--- src/rtl/slc3_pkg.sv ---
// Shared types and helpers for the SLC-3 core: opcode/state encodings,
// sign-extension helpers and the NZP reset value.
package slc3_pkg;

  typedef enum logic [3:0] {
    OP_BR    = 4'b0000,
    OP_ADD   = 4'b0001,
    OP_AND   = 4'b0101,
    OP_LDR   = 4'b0110,
    OP_STR   = 4'b0111,
    OP_NOT   = 4'b1001,
    OP_JMP   = 4'b1100,
    OP_PAUSE = 4'b1101
  } opcode_e;

  typedef enum logic [3:0] {
    S_FETCH,
    S_FETCH_MEM,
    S_LOAD_IR,
    S_DECODE,
    S_EXEC,
    S_LD_ADDR,
    S_LD_MEM,
    S_LD_WB,
    S_ST_ADDR,
    S_ST_MEM,
    S_PAUSE_HI,
    S_PAUSE_LO
  } state_e;

  localparam logic [2:0] RESET_NZP = 3'b010;

  function automatic logic [15:0] sext5(input logic [4:0] v);
    return {{11{v[4]}}, v};
  endfunction

  function automatic logic [15:0] sext6(input logic [5:0] v);
    return {{10{v[5]}}, v};
  endfunction

  function automatic logic [15:0] sext9(input logic [8:0] v);
    return {{7{v[8]}}, v};
  endfunction

  function automatic logic [2:0] nzp_of(input logic [15:0] v);
    if (v[15])
      return 3'b100;
    else if (v == 16'h0000)
      return 3'b010;
    return 3'b001;
  endfunction

endpackage

--- src/rtl/slc3_regfile.sv ---
// SLC-3 general register file: 8 x 16, two combinational read ports,
// one write port on the rising edge, asynchronous clear.
module slc3_regfile (
  input  logic        clk_i,
  input  logic        rst_i,
  input  logic [2:0]  ra_addr_i,
  output logic [15:0] ra_data_o,
  input  logic [2:0]  rb_addr_i,
  output logic [15:0] rb_data_o,
  input  logic        we_i,
  input  logic [2:0]  waddr_i,
  input  logic [15:0] wdata_i
);

  logic [15:0] rf_q [8];

  always_ff @(posedge clk_i or posedge rst_i) begin
    if (rst_i) begin
      for (int i = 0; i < 8; i++) rf_q[i] <= '0;
    end else if (we_i) begin
      rf_q[waddr_i] <= wdata_i;
    end
  end

  assign ra_data_o = rf_q[ra_addr_i];
  assign rb_data_o = rf_q[rb_addr_i];

endmodule

--- src/rtl/slc3_core.sv ---
// Multi-cycle SLC-3 core with a request/ready memory port.
// Optional PAUSE instruction (opcode 1101) enabled by defining SLC3_PAUSE_EN.
module slc3_core
  import slc3_pkg::*;
#(
  parameter int          ADDR_W   = 16,
  parameter logic [15:0] RESET_PC = 16'h0000
) (
  input  logic              Clk,
  input  logic              Reset,
  output logic              mem_req,
  output logic              mem_we,
  output logic [ADDR_W-1:0] mem_addr,
  output logic [15:0]       mem_wdata,
  input  logic [15:0]       mem_rdata,
  input  logic              mem_ready,
  input  logic              Continue,
  output logic [15:0]       pc_out,
  output logic [15:0]       ir_out,
  output logic [11:0]       led_out
);

  state_e      state_q, state_d;
  logic [15:0] pc_q, pc_d;
  logic [15:0] ir_q, ir_d;
  logic [15:0] mar_q, mar_d;
  logic [15:0] mdr_q, mdr_d;
  logic [2:0]  nzp_q, nzp_d;

  opcode_e     op;
  logic        is_alu;
  logic        br_taken;
  logic        mem_done;
  logic        rf_we;
  logic [2:0]  rb_addr;
  logic [15:0] ra_data, rb_data;
  logic [15:0] sr2, alu_res, eff_addr, rf_wdata;

  assign op       = opcode_e'(ir_q[15:12]);
  assign is_alu   = (op == OP_ADD) || (op == OP_AND) || (op == OP_NOT);
  assign br_taken = |(ir_q[11:9] & nzp_q);
  // STR reads its source through port B; ALU ops read SR2 there
  assign rb_addr  = (op == OP_STR) ? ir_q[11:9] : ir_q[2:0];

  slc3_regfile u_rf (
    .clk_i     (Clk),
    .rst_i     (Reset),
    .ra_addr_i (ir_q[8:6]),
    .ra_data_o (ra_data),
    .rb_addr_i (rb_addr),
    .rb_data_o (rb_data),
    .we_i      (rf_we),
    .waddr_i   (ir_q[11:9]),
    .wdata_i   (rf_wdata)
  );

  assign sr2      = ir_q[5] ? sext5(ir_q[4:0]) : rb_data;
  assign eff_addr = ra_data + sext6(ir_q[5:0]);
  assign rf_wdata = (state_q == S_LD_WB) ? mdr_q : alu_res;

  always_comb begin
    alu_res = ra_data;
    case (op)
      OP_ADD:  alu_res = ra_data + sr2;
      OP_AND:  alu_res = ra_data & sr2;
      OP_NOT:  alu_res = ~ra_data;
      default: alu_res = ra_data;
    endcase
  end

  // ---- FSM: state register ----
  always_ff @(posedge Clk or posedge Reset) begin
    if (Reset) state_q <= S_FETCH;
    else       state_q <= state_d;
  end

  // ---- FSM: next state ----
  always_comb begin
    state_d = state_q;
    case (state_q)
      S_FETCH:     state_d = S_FETCH_MEM;
      S_FETCH_MEM: if (mem_done) state_d = S_LOAD_IR;
      S_LOAD_IR:   state_d = S_DECODE;
      S_DECODE: begin
        case (op)
          OP_ADD, OP_AND, OP_NOT, OP_BR, OP_JMP: state_d = S_EXEC;
          OP_LDR:   state_d = S_LD_ADDR;
          OP_STR:   state_d = S_ST_ADDR;
`ifdef SLC3_PAUSE_EN
          OP_PAUSE: state_d = S_PAUSE_HI;
`endif
          default:  state_d = S_FETCH;
        endcase
      end
      S_EXEC:      state_d = S_FETCH;
      S_LD_ADDR:   state_d = S_LD_MEM;
      S_LD_MEM:    if (mem_done) state_d = S_LD_WB;
      S_LD_WB:     state_d = S_FETCH;
      S_ST_ADDR:   state_d = S_ST_MEM;
      S_ST_MEM:    if (mem_done) state_d = S_FETCH;
`ifdef SLC3_PAUSE_EN
      S_PAUSE_HI:  if (Continue) state_d = S_PAUSE_LO;
      S_PAUSE_LO:  if (!Continue) state_d = S_FETCH;
`endif
      default:     state_d = S_FETCH;
    endcase
  end

  // ---- FSM: outputs (Moore, so an async reset drops mem_req at once) ----
  always_comb begin
    mem_req = 1'b0;
    mem_we  = 1'b0;
    rf_we   = 1'b0;
    case (state_q)
      S_FETCH_MEM, S_LD_MEM: mem_req = 1'b1;
      S_ST_MEM: begin
        mem_req = 1'b1;
        mem_we  = 1'b1;
      end
      S_EXEC:  rf_we = is_alu;
      S_LD_WB: rf_we = 1'b1;
      default: ;
    endcase
  end

  assign mem_done = mem_req && mem_ready;

  // ---- datapath next-state ----
  always_comb begin
    pc_d  = pc_q;
    ir_d  = ir_q;
    mar_d = mar_q;
    mdr_d = mdr_q;
    nzp_d = nzp_q;
    case (state_q)
      S_FETCH: begin
        mar_d = pc_q;
        pc_d  = pc_q + 16'd1;
      end
      S_FETCH_MEM, S_LD_MEM: if (mem_done) mdr_d = mem_rdata;
      S_LOAD_IR: ir_d = mdr_q;
      S_EXEC: begin
        if (is_alu)
          nzp_d = nzp_of(alu_res);
        else if (op == OP_BR && br_taken)
          pc_d = pc_q + sext9(ir_q[8:0]);
        else if (op == OP_JMP)
          pc_d = ra_data;
      end
      S_LD_ADDR: mar_d = eff_addr;
      S_LD_WB:   nzp_d = nzp_of(mdr_q);
      S_ST_ADDR: begin
        mar_d = eff_addr;
        mdr_d = rb_data;
      end
      default: ;
    endcase
  end

  // ---- datapath registers ----
  always_ff @(posedge Clk or posedge Reset) begin
    if (Reset) begin
      pc_q  <= RESET_PC;
      ir_q  <= '0;
      mar_q <= '0;
      mdr_q <= '0;
      nzp_q <= RESET_NZP;
    end else begin
      pc_q  <= pc_d;
      ir_q  <= ir_d;
      mar_q <= mar_d;
      mdr_q <= mdr_d;
      nzp_q <= nzp_d;
    end
  end

`ifdef SLC3_PAUSE_EN
  logic [11:0] led_q, led_d;

  always_comb begin
    led_d = led_q;
    if (state_q == S_DECODE && op == OP_PAUSE) led_d = ir_q[11:0];
  end

  always_ff @(posedge Clk or posedge Reset) begin
    if (Reset) led_q <= '0;
    else       led_q <= led_d;
  end

  assign led_out = led_q;
`else
  logic unused_continue;
  assign unused_continue = Continue;
  assign led_out         = '0;
`endif

  assign mem_addr  = mar_q[ADDR_W-1:0];
  assign mem_wdata = mdr_q;
  assign pc_out    = pc_q;
  assign ir_out    = ir_q;

endmodule
--- config.mk ---
export PLATFORM = sky130hd
export DESIGN_NAME = slc3_core
export DESIGN_NICKNAME = d
export VERILOG_FILES = /design/src/rtl/slc3_pkg.sv /design/src/rtl/slc3_regfile.sv /design/src/rtl/slc3_core.sv
export SDC_FILE = /design/constraint.sdc
export NUM_CORES = 1
export LEC_CHECK = 0
export CAP_MARGIN = 5
export CORE_ASPECT_RATIO = 0.5
export CORE_MARGIN = 2
export CORE_UTILIZATION = 25
export CTS_CLUSTER_DIAMETER = 80
export DETAILED_ROUTE_END_ITERATION = 8
export GPL_TIMING_DRIVEN = 0
export PLACE_DENSITY_LB_ADDON = 0.2
export SETUP_SLACK_MARGIN = 0.1
export SLEW_MARGIN = 20
export SYNTH_ARGS = -nofsm -noshare
export SYNTH_HDL_FRONTEND = slang
export SYNTH_HIERARCHICAL = 1
export SYNTH_SLANG_ARGS = --single-unit
export TNS_END_PERCENT = 10
--- constraint.sdc ---
create_clock -name Clk -period 5.79 [get_ports Clk]
set_input_delay 0.8685 -clock Clk [delete_from_list [all_inputs] [get_ports Clk]]
set_output_delay 0.8685 -clock Clk [all_outputs]
set_load 0.05 [all_outputs]
==> impl_metrics.tcl, run 1 <==
set metrics [dict create \
    status "finished, final reports clean" \
    root_buffer "clkbuf_16" \
    postSynthAreaPerCell_um2 10.8 \
    end_kind "flip-flop" \
    die_h_um 171 \
    grt_max_degree 66 \
    ios 98 \
    synth-seq-area-share_pct 35.7 \
    firstDrtPassIters 7 \
    report.final.slew_viol_count 0 \
    fillCellCount 5741 \
    async_reset_ff_share_pct 100 \
    vias_per_cell 5.00 \
    grt-ovfl-total 0 \
    cts_tree "done" \
    netlist_area_um2 14000 \
    cp.required_ns 6.20 \
    finalNonFillerCells 2176 \
    hp-class "flip-flop to flip-flop" \
    totalWireLength_um 47300 \
    grt_pass1_vias 10800 \
    synth_edf_count 0 \
    syn_inst 1288 \
    drive_above_1_share_pct 23.0 \
    layout_commonest_cell "dfrtp_1" \
    power_density_nw_per_um2 624 \
    syn2layout_area_growth_pct 18.7 \
    mostFrequentLayoutCells "dfrtp_1, mux2_2, nor2_1" \
    fin_crit_ns 5.50 \
    multi_input_area_um2 8380 \
    port_buffers 84 \
    worst_pin_slew_ns 0.942 \
    maxCapViolCount 0 \
    h-tree-depth 4 \
    place_inst 2143 \
    drcViolationCount 0 \
    dp_hpwl_um 35300 \
    fp.coreArea_um2 55300 \
    cp_max_fo 10 \
    finClkSkew_ns 0.0194 \
    drt_iter0_drc 748 \
    cts_sinks 199 \
    ys_ff_latch 199 \
    diodes 0 \
    start_kind "flip-flop" \
    nets 1477 \
    antenna_left 0 \
    dieArea_um2 57900 \
    slew_headroom_pct 36.5 \
    cts-buffers-inserted 17 \
    p_leak_nw 7.32 \
    initial_core_util_pct 25.2 \
    die_w_um 338 \
    yosys_warnings 6 \
    num_vias 10900 \
    grt_usage_pct 16.2 \
    fin_util_pct 29.9 \
    ys.flop_type "dfrtp_1" \
    clock_latency_ns 0.47 \
    grt_antenna_before_repair 2 \
    worstSetupPathType "flip-flop to flip-flop" \
    grt_pass1_wl_um 70300 \
    ys_types 87 \
    ir_drop_v 0.000219 \
    ctsHoldBuffers 0 \
    setup_viol 0 \
    wl_per_cell_um 21.7 \
    clk_pin_slew_worst_paths_ns 0.08 \
    num_rows 61 \
    regArea_um2 4980 \
    period_share_pct 95.1 \
    rsz0062_at_grt "yes" \
    cts_buffer_depth 2 \
    gp_congestion 0.853 \
    fmax_mhz 182 \
    crit_arrival_ns 5.92 \
    hold_violations 0 \
]
layer usage:
| layer | share of wire (%) | global-route usage [%] | up-vias | wire (um) |
|---|---|---|---|---|
| li1 | - | - | 5111 | - |
| met4 | 1.5 | 3.77 | 0 | 686 |
| met5 | 0 | 0 | - | 0 |
| met2 | 48 | 27.5 | 189 | 22500 |
| met3 | 2.5 | 1.71 | 37 | 1160 |
| met1 | 48 | 22.1 | 5543 | 22900 |
repair_timing:
action                     4_1_cts  5_1_grt
gates resized for setup         20        6
pin swaps                        0        2
buffers inserted                 0        1
setup endpoints to repair      108       66
report_power, final:
group          internal (W)  switching [W]  total (W)  leakage [nW]
clock network      0.000591       0.000643    0.00123         0.294
logic               0.00261        0.00391    0.00652          4.41
registers           0.00192       0.000659    0.00258          2.62
cells in the mapped netlist (9+ instances only):
cell        n  area (um^2)
a31oi_1    14         87.6
mux2i_1    25          250
o22ai_1    23          144
a211oi_1   14          105
a21o_1     10         75.1
buf_4      20          150
xnor2_1    15          131
nor4_1     13         81.3
dfrtp_1   198         4950
nand2_1    74          278
nor3_1     33          165
buf_2      20          100
buf_6      10          113
ha_1       47          588
inv_1      38          143
mux2_1     10          113
nand3_1    31          155
mux2_2    170         1910
clkbuf_1   30          113
nor2b_1    13         81.3
mux4_1     46         1210
o31ai_1     9         67.6
o21ai_0    79          395
mux4_2     18          405
a21oi_1    78          390
o21a_1     10         75.1
nor2_1     97          364
nand2b_1    9         56.3
final cells by class:
type	instances	share of cell area, %
clock inverter	14	0.936
tap	756	5.71
buffer	91	3.66
timing repair buffer	89	5.53
clock buffer	18	2.65
sequential	199	30.1
multi-input combinational	971	50.5
inverter	38	0.921
sequential cells by signal, indices dropped and copies added, names as in the netlist:
signal and flops:
pc_out 16, u_rf/rf_q 128, ir_out 16, mem_wdata 16
mem_addr 16, nzp_q 3, state_q 4
final timing paths:
path / cells past startpoint / to / slack, ns / from
max: 20 / u_rf/rf_q[92] / 0.29 / ir_out[14]
min: 1 / u_rf/rf_q[113] / 0.50 / u_rf/rf_q[113]
max reg2reg: 20 / u_rf/rf_q[92] / 0.29 / ir_out[14]
min reg2reg: 1 / u_rf/rf_q[113] / 0.50 / u_rf/rf_q[113]
max in group asynchronous: 3 / u_rf/rf_q[33] / 4.17 / Reset
min in group asynchronous: 2 / u_rf/rf_q[94] / 0.90 / Reset
worst max-delay path, stage by stage, from the launching register on:
cell and delay, ns:
dfrtp_1 0.41, clkbuf_2 0.21, buf_4 0.22, clkbuf_4 0.24
nand3_2 0.17, mux2_2 0.28, buf_6 0.14, buf_12 0.17
mux4_1 0.62, mux2_2 0.33, mux2_2 0.28, ha_1 0.34
o21a_1 0.12, o31a_1 0.21, o21ba_2 0.26, a31oi_4 0.13
or3b_2 0.49, a31oi_1 0.21, nor2_1 0.13, a21oi_4 0.29
mux2_2 0.21
through the flow:
step	instance area [um^2]	setup slack [ns]	setup TNS [ns]	hold WS [ns]	power, W
finish	16600	0.285	0	0.503	0.0103
global route	16600	0.0576	0	0.528	0.0110
CTS	16500	0.153	0	0.503	0.0103
detailed placement	15900	-1.04	-63.55	0.483	0.00902
global placement	15800	-1.07	-170.21	0.478	0.00902
floorplan	14000	0.376	0	0.449	0.00693
kinds of logic (layout without fill, tap and decap cells):
logic type	after synthesis	after routing	synth area share (%)
xor gates and xnor gates	20	20	1.25
and+or+nand+nor	324	324	11.7
DFF	199	199	35.7
adders and majority gates	50	50	4.64
muxes	269	269	27.9
other	1	12	0.0269
buffers and inverters	129	250	5.21
AOI/OAI and AO/OA	296	296	13.6
(Power assumes the default switching activity.)
==> run 2: changes to the inputs <==
--- a/config.mk
+++ b/config.mk
@@ -11,6 +11,7 @@
 export CORE_UTILIZATION = 25
 export CTS_CLUSTER_DIAMETER = 80
 export DETAILED_ROUTE_END_ITERATION = 8
+export DONT_BUFFER_PORTS = 1
 export GPL_TIMING_DRIVEN = 0
 export PLACE_DENSITY_LB_ADDON = 0.2
 export SETUP_SLACK_MARGIN = 0.1
==> run 2 against run 1 <==
  * Via count down 1.7%
  * Final cell count down 3.8%
  * First-iteration DRC count down 3.2%
  * Global-route usage up 0.10 points
  * Critical endpoint is now nzp_q[0]
  * Largest cell class unchanged
==> impl_metrics.tcl, run 2 (same netlist as run 1, synthesis figures left out) <==
set metrics [dict create \
    totalWireLength_um 47100 \
    crit_end "nzp_q[0]" \
    fin_util_pct 28.5 \
    largest_register_ffs 128 \
    crit_arrival_ns 5.83 \
    die_h_um 171 \
    mostFrequentLayoutCells "dfrtp_1, mux2_2, nor2_1" \
    dpl_cell_area_um2 15100 \
    grt_use_met2_pct 27.6 \
    initial_core_util_pct 25.2 \
    antenna_left 0 \
    syn2layout_area_growth_pct 13.1 \
    firstDrtPassIters 5 \
    grt_usage_pct 16.3 \
    cts-buffers-inserted 17 \
    max_flop_register "u_rf/rf_q" \
    worstSetupPathType "flip-flop to flip-flop" \
    ios 98 \
    startpoint "ir_out[15]" \
    start_kind "flip-flop" \
    status "finished, final reports clean" \
    report.final.slew_viol_count 0 \
    r2r_cells 20 \
    drive_above_1_share_pct 24.8 \
    p_leak_nw 7.00 \
    root_buffer "clkbuf_16" \
    ir_drop_v 0.000237 \
    drt_iter0_drc 724 \
    cts_buffer_depth 2 \
    cp.required_ns 6.11 \
    port_buffers 0 \
    h-tree-depth 4 \
    hp-class "input port to asynchronous set/reset pin" \
    fillCellCount 5813 \
    maxCapViolCount 0 \
    crit_chain "buf_6 -> clkbuf_4 -> nor2b_4 -> nand3_4 -> mux2_2 -> buf_6 -> buf_12 -> mux4_2 -> mux2_2 -> mux2_2 -> ha_1 -> nor2b_2 -> o31a_1 -> o21ba_4 -> a2111o_1 -> a31oi_4 -> nand2_1 -> nor4_2 -> and4b_1 -> o31ai_1" \
    slowest_stage "dfrtp_2" \
    num_rows 61 \
    end_kind "flip-flop" \
    grt_pass1_wl_um 70700 \
    clock_latency_ns 0.47 \
    grt_pass1_vias 10600 \
    r2r_slack_ns 0.28 \
    nets 1394 \
    met1_usage_pct 21.9 \
    period_share_pct 95.2 \
    drcViolationCount 0 \
    dp_hpwl_um 35300 \
    fin_crit_ns 5.51 \
    regArea_um2 4980 \
    grt-ovfl-total 0 \
    ctsHoldBuffers 0 \
    vias_per_cell 5.11 \
    grt_max_degree 66 \
    power_density_nw_per_um2 633 \
    finClkSkew_ns 0.0187 \
    reg2reg_from "ir_out[15]" \
    setup_viol 0 \
    r2r-end "nzp_q[0]" \
    dieArea_um2 57900 \
    design_area_um2 15800 \
    cp_max_fo 10 \
    clk_pin_slew_worst_paths_ns 0.09 \
    globalRouteMet3Util_pct 1.81 \
    fmax_mhz 181 \
    die_w_um 338 \
    grt_busiest_layer "met2" \
    hold_violations 0 \
    num_vias 10700 \
    crit_top_cell "mux2_2" \
    worst_pin_slew_ns 1.06 \
    multi_input_area_um2 8410 \
    fp.coreArea_um2 55300 \
    gp_congestion 0.846 \
    cts_sinks 199 \
    cp_slowest_stage_delay_ns 0.54 \
    cts_tree "done" \
    power_w 0.0100 \
    wl_per_cell_um 22.5 \
    layout_commonest_cell "dfrtp_1" \
    rsz0062_at_grt "no" \
    slew_headroom_pct 29.1 \
    grt_antenna_before_repair 0 \
]
run 2: worst max-delay path, delay by kind of cell (launching register included):
| kind | cells | cell delay, ns |
|---|---|---|
| AO/OA/AOI/OAI | 5 | 1.31 |
| adder cells (fa/ha/maj) | 1 | 0.33 |
| buffers and inverters | 4 | 0.73 |
| flip-flops | 1 | 0.54 |
| multiplexers | 4 | 1.40 |
| AND/OR/NAND/NOR | 6 | 1.05 |
run 2: final cells by class:
type                            count  share of cell area, %
Antenna cell                        1                 0.0158
Buffer                             91                   3.96
Clock buffer                       18                   2.72
Clock inverter                     13                  0.990
Inverter                           38                  0.966
Multi-Input combinational cell    971                   53.3
Sequential cell                   199                   31.6
Tap cell                          756                   5.99
Timing Repair Buffer                6                  0.539
run 2: power by group:
group          leakage (nW)  internal, W  switching (W)
logic                  4.10      0.00230        0.00311
registers              2.62      0.00190        0.00145
clock network         0.277     0.000615       0.000632
run 2: layer usage:
layer  routed length [um]  part of all wire, %
met5                    0                    0
met4                 1110                  2.4
met3                 1260                  2.7
met2                22300                   47
met1                22500                   48
run 2: worst min path at each step:
stage               startpoint       endpoint  slack [ns]  depth (start not counted)
floorplan             nzp_q[2]       nzp_q[2]        0.45                          2
global placement      nzp_q[2]       nzp_q[2]        0.47                          2
detailed placement    nzp_q[2]       nzp_q[2]        0.47                          2
CTS                      Reset  u_rf/rf_q[62]        0.27                          1
global route             Reset  u_rf/rf_q[62]        0.28                          1
finish                   Reset  u_rf/rf_q[62]        0.26                          1
run 2: per-stage QoR:
| stage | setup WS (ns) | cells | setup TNS, ns | hold slack [ns] |
|---|---|---|---|---|
| 2_1_floorplan | 0.376 | 1299 | 0 | 0.449 |
| 6_report | 0.278 | 2093 | 0 | 0.262 |
| 3_3_place_gp | -1.41 | 2055 | -134.22 | 0.474 |
| 3_5_place_dp | -1.37 | 2059 | -93.53 | 0.472 |
| 5_1_grt | 0.0871 | 2092 | 0 | 0.284 |
| 4_1_cts | 0.0145 | 2090 | 0 | 0.275 |
run 2: timing repair:
| action | 4_1_cts | 5_1_grt |
|---|---|---|
| gates resized for setup | 24 | 21 |
| pin swaps | 0 | 5 |
| setup endpoints to repair | 123 | 82 |
| setup buffers | 0 | 2 |
==> run 3: changes to the inputs <==
--- a/config.mk
+++ b/config.mk
@@ -6,7 +6,6 @@
 export NUM_CORES = 1
 export LEC_CHECK = 0
 export CAP_MARGIN = 5
-export CORE_ASPECT_RATIO = 0.5
 export CORE_MARGIN = 2
 export CORE_UTILIZATION = 25
 export CTS_CLUSTER_DIAMETER = 80
==> run 3 against run 2 <==
  * Sequential cell count is the same
  * Clock-buffer cell count up 2
  * Register-to-register slack hardly changed
  * Worst hold slack got worse by 0.018 ns
  * Clock skew shrank 0.0046 ns
  * Clock power barely moved
  * Total power decreased by 0.10%
  * Sequential power hardly changed
  * Non-clock buffer count down 2
  * Design area unchanged
  * Critical path type unchanged
  * Largest cell class unchanged
==> impl_metrics.tcl, run 3 (same netlist as run 1, synthesis figures left out) <==
set metrics [dict create \
    status "finished, final reports clean" \
    finClkSkew_ns 0.0141 \
    reg2reg_from "ir_out[15]" \
    dieArea_um2 57800 \
    grt_antenna_before_repair 5 \
    end_kind "flip-flop" \
    fp.coreArea_um2 55200 \
    crit_arrival_ns 5.87 \
    hp-class "input port to asynchronous set/reset pin" \
    grt_usage_pct 16.8 \
    initial_core_util_pct 25.3 \
    grt_pass1_wl_um 70600 \
    grt_pass1_vias 10300 \
    slew_headroom_pct 21.8 \
    start_kind "flip-flop" \
    r2r_slack_ns 0.27 \
    worstSetupPathType "flip-flop to flip-flop" \
    cp_max_fo 10 \
    rsz0062_at_grt "no" \
    num_rows 86 \
    mostFrequentLayoutCells "dfrtp_1, mux2_2, nor2_1" \
    wl_per_cell_um 23.2 \
    clk_pin_slew_worst_paths_ns 0.08 \
    p_leak_nw 7.01 \
    power_density_nw_per_um2 633 \
    cts_tree "done" \
    dp_hpwl_um 36800 \
    setup_viol 0 \
    drt_iter0_drc 765 \
    port_buffers 0 \
    maxCapViolCount 0 \
    totalWireLength_um 48300 \
    fin_hold_ws_ns 0.244 \
    largest_register_ffs 128 \
    fin_crit_ns 5.52 \
    post-place-ws_ns -1.41 \
    vias_per_cell 5.16 \
    hold_violations 0 \
    cp.required_ns 6.14 \
    h-tree-depth 4 \
    grt_max_degree 80 \
    r2r-end "u_rf/rf_q[127]" \
    nets 1392 \
    gp_congestion 0.841 \
    root_buffer "clkbuf_16" \
    num_vias 10800 \
    firstDrtPassIters 7 \
    cts-buffers-inserted 17 \
    period_share_pct 95.4 \
    drcViolationCount 0 \
    max_flop_register "u_rf/rf_q" \
    ios 98 \
    drive_above_1_share_pct 24.7 \
    layout_commonest_cell "dfrtp_1" \
    grt-ovfl-total 0 \
    report.final.slew_viol_count 0 \
    cts_buffer_depth 2 \
    cts_sinks 199 \
    worst_pin_slew_ns 1.16 \
    die_w_um 240 \
    setup_slack_ns 0.269 \
    syn2layout_area_growth_pct 13.1 \
    antenna_left 0 \
    die_h_um 240 \
    ir_drop_v 0.000339 \
    r2r_cells 22 \
    fmax_mhz 181 \
    clock_latency_ns 0.47 \
]
## run 3: layer usage
| metal | up-vias | global-route usage (%) | share of wire (%) |
|---|---|---|---|
| li1 | 4956 | - | - |
| met2 | 342 | 27.0 | 46 |
| met1 | 5402 | 22.1 | 44 |
| met4 | 8 | 4.18 | 1.6 |
| met5 | - | 0 | 0.12 |
| met3 | 45 | 5.18 | 7.6 |
## run 3: worst max-delay path by stage
stage | startpoint | end | slack, ns | cells past startpoint
3_3_place_gp | ir_out[14] | u_rf/rf_q[63] | -1.41 | 23
2_1_floorplan | ir_out[14] | u_rf/rf_q[108] | 0.38 | 20
4_1_cts | ir_out[14] | nzp_q[1] | 0.13 | 21
3_5_place_dp | ir_out[14] | u_rf/rf_q[63] | -1.41 | 23
5_1_grt | ir_out[15] | u_rf/rf_q[61] | 0.07 | 21
6_report | ir_out[15] | u_rf/rf_q[127] | 0.27 | 22
## run 3: repair_timing
item / 4_1_cts / 5_1_grt
gates cloned: 0 / 0
endpoints found under the setup margin: 131 / 85
hold buffers: 0 / 0
buffers inserted: 0 / 1
gates resized for setup: 30 / 20
pin swaps: 0 / 5
## run 3: per-stage QoR
stage	util (%)	std cells	area, um^2	TNS [ns]	power [W]
after floorplan	-	1299	14000	0	0.00693
after global placement	27.1	2047	14900	-100.05	0.00856
after detailed placement	27.2	2051	15000	-96.33	0.00863
after CTS	28.5	2083	15700	0	0.00997
after global routing	28.6	2083	15800	0	0.0107
final	28.6	2084	15800	0	0.00999
## run 3: power breakdown
group | total, W | switching (W) | internal [W] | leakage (nW)
combinational | 0.00538 | 0.00308 | 0.00230 | 4.10
sequential | 0.00338 | 0.00148 | 0.00190 | 2.62
clock | 0.00123 | 0.000599 | 0.000633 | 0.293
total | 0.00999 | 0.00516 | 0.00484 | 7.01
## run 3: area by class of cell
| cell class | count | area, um^2 |
|---|---|---|
| diodes | 1 | 2.50 |
| plain buffers | 90 | 632 |
| clock buffers | 20 | 457 |
| clock inverters | 12 | 133 |
| fillers | 5732 | 39400 |
| inverters | 38 | 153 |
| multi-input cells | 971 | 8420 |
| flip-flops and latches | 199 | 4990 |
| well taps | 748 | 936 |
| repair buffers | 5 | 75.1 |
## run 3: critical path: stages (launching register included)
cell     delay, ns
dfrtp_4       0.59
buf_6         0.19
buf_4         0.19
nor2b_4       0.17
nand3_4       0.13
mux2_2        0.26
buf_6         0.17
buf_12        0.17
mux4_1        0.59
mux2_2        0.28
inv_1         0.13
o21ai_0       0.11
ha_1          0.34
or2_2         0.33
o31a_1        0.13
nand2_1       0.12
o21ai_2       0.13
o41ai_4       0.42
o21ai_1       0.13
mux2i_1       0.16
nor2_2        0.22
nor2_4        0.10
mux2_1        0.31
==> patch: new RTL, config.mk and constraints of run 1 <==
The option `SLC3_PAUSE_EN` is turned on by a define.
--- a/src/rtl/slc3_core.sv
+++ b/src/rtl/slc3_core.sv
@@ -2,2 +2,4 @@
 // Optional PAUSE instruction (opcode 1101) enabled by defining SLC3_PAUSE_EN.
+`define SLC3_PAUSE_EN
+
 module slc3_core
Check against the original RTL: no difference found for any inputs over 4 cycles, from zero or initial values and one cycle with Reset high; that may be too few to reach the edited logic, so the function may still have changed.
==> patch against run 1 <==
Final area grew 3.4%; synthesized area grew 1.2%; wire length grew 6.1%; worst setup slack lost 0.096 ns; non-clock buffer count shrank 2; die area grew 1.2%; via count grew 0.12%; critical path depth is the same; total power grew 8.6%; sequential cell count grew 12; clock power grew 40%; global-route usage grew 0.87 points; first-iteration DRC count shrank 9.8%; critical path type unchanged; critical endpoint is now u_rf/rf_q[105]$_DFFE_PP0P_.
==> patch: results (changes against run 1) <==
Status
  • Status: finished, final reports clean (unchanged)

CTS
  • Root Driver: clkbuf_16 (unchanged)
  • CTS clk-pin slew, worst paths: 0.06 ns (was 0.08 ns)
  • Total CTS buffers: 25 (was 17)
  • Worst skew pair latency: 0.57 ns (was 0.47 ns)
  • Clk buf depth: 3 (was 2)
  • H-tree levels: 1 (was 4)

GRT
  • Vias in the first global route: 11100 (was 10800)
  • Largest net degree at the start of global routing: 100 (was 66)
  • First-pass GRT wire length: 75.0 mm (was 70.3 mm)
  • Gr usage total: 17.0% (was 16.2%)
  • Initial antenna violation count: 0 (was 2)

Final layout
  • Layout Nets: 1466 (was 1477)
  • Layout cell share with drive strength beyond 1: 23.1% (was 23.0%)
  • Number of fill cells: 5751 (was 5741)
  • Non-Filler Instances: 2168 (was 2176)

Hold path
  • Hold Path Cell Cnt: 1 (unchanged)
  • Hold wc startpoint: u_rf/rf_q[115]$_DFFE_PP0P_ (was u_rf/rf_q[113]$_DFFE_PP0P_)
  • Worst Hold Class: register to register (unchanged)
  • WHS Endpoint: u_rf/rf_q[115]$_DFFE_PP0P_ (was u_rf/rf_q[113]$_DFFE_PP0P_)

Critical path
  • Worst reg-to-reg setup slack: 0.19 ns (was 0.29 ns)
  • Critical path endpoint: u_rf/rf_q[105]$_DFFE_PP0P_ (was u_rf/rf_q[92]$_DFFE_PP0P_)
  • Top Family by Delay on Critical Path: multiplexers (unchanged)
  • Max stage delay on crit path: 0.77 ns (was 0.62 ns)
  • Worst path slowest cell: a21oi_1 (was mux4_1)

Synth
  • Mapped Avg Cell Area: 11.2 sq um (was 10.8 sq um)
  • Post-synth EDFFs: 0 (unchanged)
  • Post-synth top cells: dfrtp_1, mux2_2, nor2_1 (unchanged)
  • Library cells used by synthesis: 80 (was 87)
  • Top post-synthesis cells by area: dfrtp_1, mux2_2, mux4_1, ha_1, mux4_2 (unchanged)
  • Syn_nets: 1339
  • Post-synthesis sequential area ratio: 37.4% (was 35.7%)

Routing
  • Starting DRC count in detailed routing: 675 (was 748)
  • WL met3: 1.71 mm (was 1.16 mm)
  • DRT Pass-1 Iters: 5 (was 7)
  • Detail Route Antenna Nets: 0 (unchanged)
  • WL met2: 23.7 mm (was 22.5 mm)
  • Routed length on met1: 24.0 mm (was 22.9 mm)
  • DR vias/cell: 5.02 (was 5.00)
  • Final wirelength: 50.2 mm (was 47.3 mm)

Placement
  • Placer congestion estimate: 0.856 (was 0.853)
  • HPWL after detailed placement: 36.7 mm (was 35.3 mm)
  • PortBufs: 97 (was 84)
  • DP Cell Count: 2120 (was 2143)

Pwr
  • Int Power: 5.72 mW (was 5.12 mW)
  • Lkg Pwr: 7.43 nW (was 7.32 nW)
  • Peak supply drop: 0.000210 V (was 0.000219 V)

STA
  • Worst rel slew slack: 21.9% (was 36.5%)
  • Setup Skew: 0.0182 ns (was 0.0194 ns)
## patch: cell types whose count changed in the layout (fill, tap and decap cells not counted), moves of 7 or more
cell	change
a21oi_1	-8
buf_4	-14
clkbuf_1	+10
clkbuf_16	+8
clkdlybuf4s50_1	+13
conb_1	-12
dfrtp_1	+12
mux2_2	+14
nand3_1	-14
nor3_1	-8
o31ai_1	-7
xnor2_1	+7
xor2_1	+8
## patch: layer usage
layer  vias to the layer above  global-route usage, %
met3                        55                   1.88
met1                      5560                   23.9
li1                       5061                      -
met5                         -                      0
met2                       217                   28.6
met4                         0                   3.14
## patch: stage by stage
step / utilization [%] / area [sq um] / hold WS [ns] / setup slack (ns)
floorplan: - / 14100 / 0.465 / 0.751
finish: 30.8 / 17100 / 0.498 / 0.189
CTS: 30.6 / 17000 / 0.501 / 0.0969
global placement: 28.8 / 16100 / 0.479 / -0.671
detailed placement: 28.9 / 16100 / 0.487 / -0.373
global route: 30.7 / 17100 / 0.514 / 0.0158
## patch: power by group through the flow
stage / logic (mW) / registers, mW / clock network (mW)
after floorplan: 3.94 / 3.17 / 0
after global placement: 6.68 / 2.68 / 0
after detailed placement: 6.68 / 2.69 / 0
after CTS: 6.74 / 2.66 / 1.78
after global routing: 7.38 / 2.72 / 1.84
final: 6.84 / 2.66 / 1.72
## patch: worst register-to-register path, stage by stage (launching register included)
cell	delay, ns
dfrtp_1	0.40
buf_4	0.20
inv_1	0.09
buf_2	0.21
nor2_2	0.19
nand2_1	0.15
mux2_2	0.27
buf_6	0.15
buf_12	0.17
mux4_1	0.61
mux2_2	0.34
mux2_2	0.28
ha_1	0.38
o211ai_1	0.13
o21ai_2	0.25
o21a_1	0.20
a21oi_1	0.09
xnor2_1	0.14
a21boi_0	0.20
a21oi_1	0.77
mux2_2	0.30
## patch: cell families (layout without fill, tap and decap cells)
kind of cell | Yosys count | after routing | synth area share [%]
xor+xnor | 35 | 35 | 2.17
compound gates | 283 | 283 | 12.7
other cells | 0 | 2 | 0
flops | 211 | 211 | 37.4
buf+inv | 113 | 258 | 4.30
mux | 278 | 278 | 28.4
fa+ha+maj | 54 | 54 | 4.94
simple gates | 291 | 291 | 10.1
## patch: repair_timing
action,CTS,global route
setup endpoints to repair,68,75
gates resized for setup,12,11
pin swaps,0,1
buffers inserted,0,1
## patch: final cells by class
class | instances | area, sq um | share of cell area (%)
multi-input cells | 941 | 8330 | 48.6
plain buffers | 78 | 497 | 2.90
repair buffers | 100 | 1050 | 6.11
diodes | 2 | 5.00 | 0.0292
flip-flops and latches | 211 | 5280 | 30.8
clock buffers | 36 | 737 | 4.30
well taps | 756 | 946 | 5.52
clock inverters | 9 | 144 | 0.840
inverters | 35 | 144 | 0.840
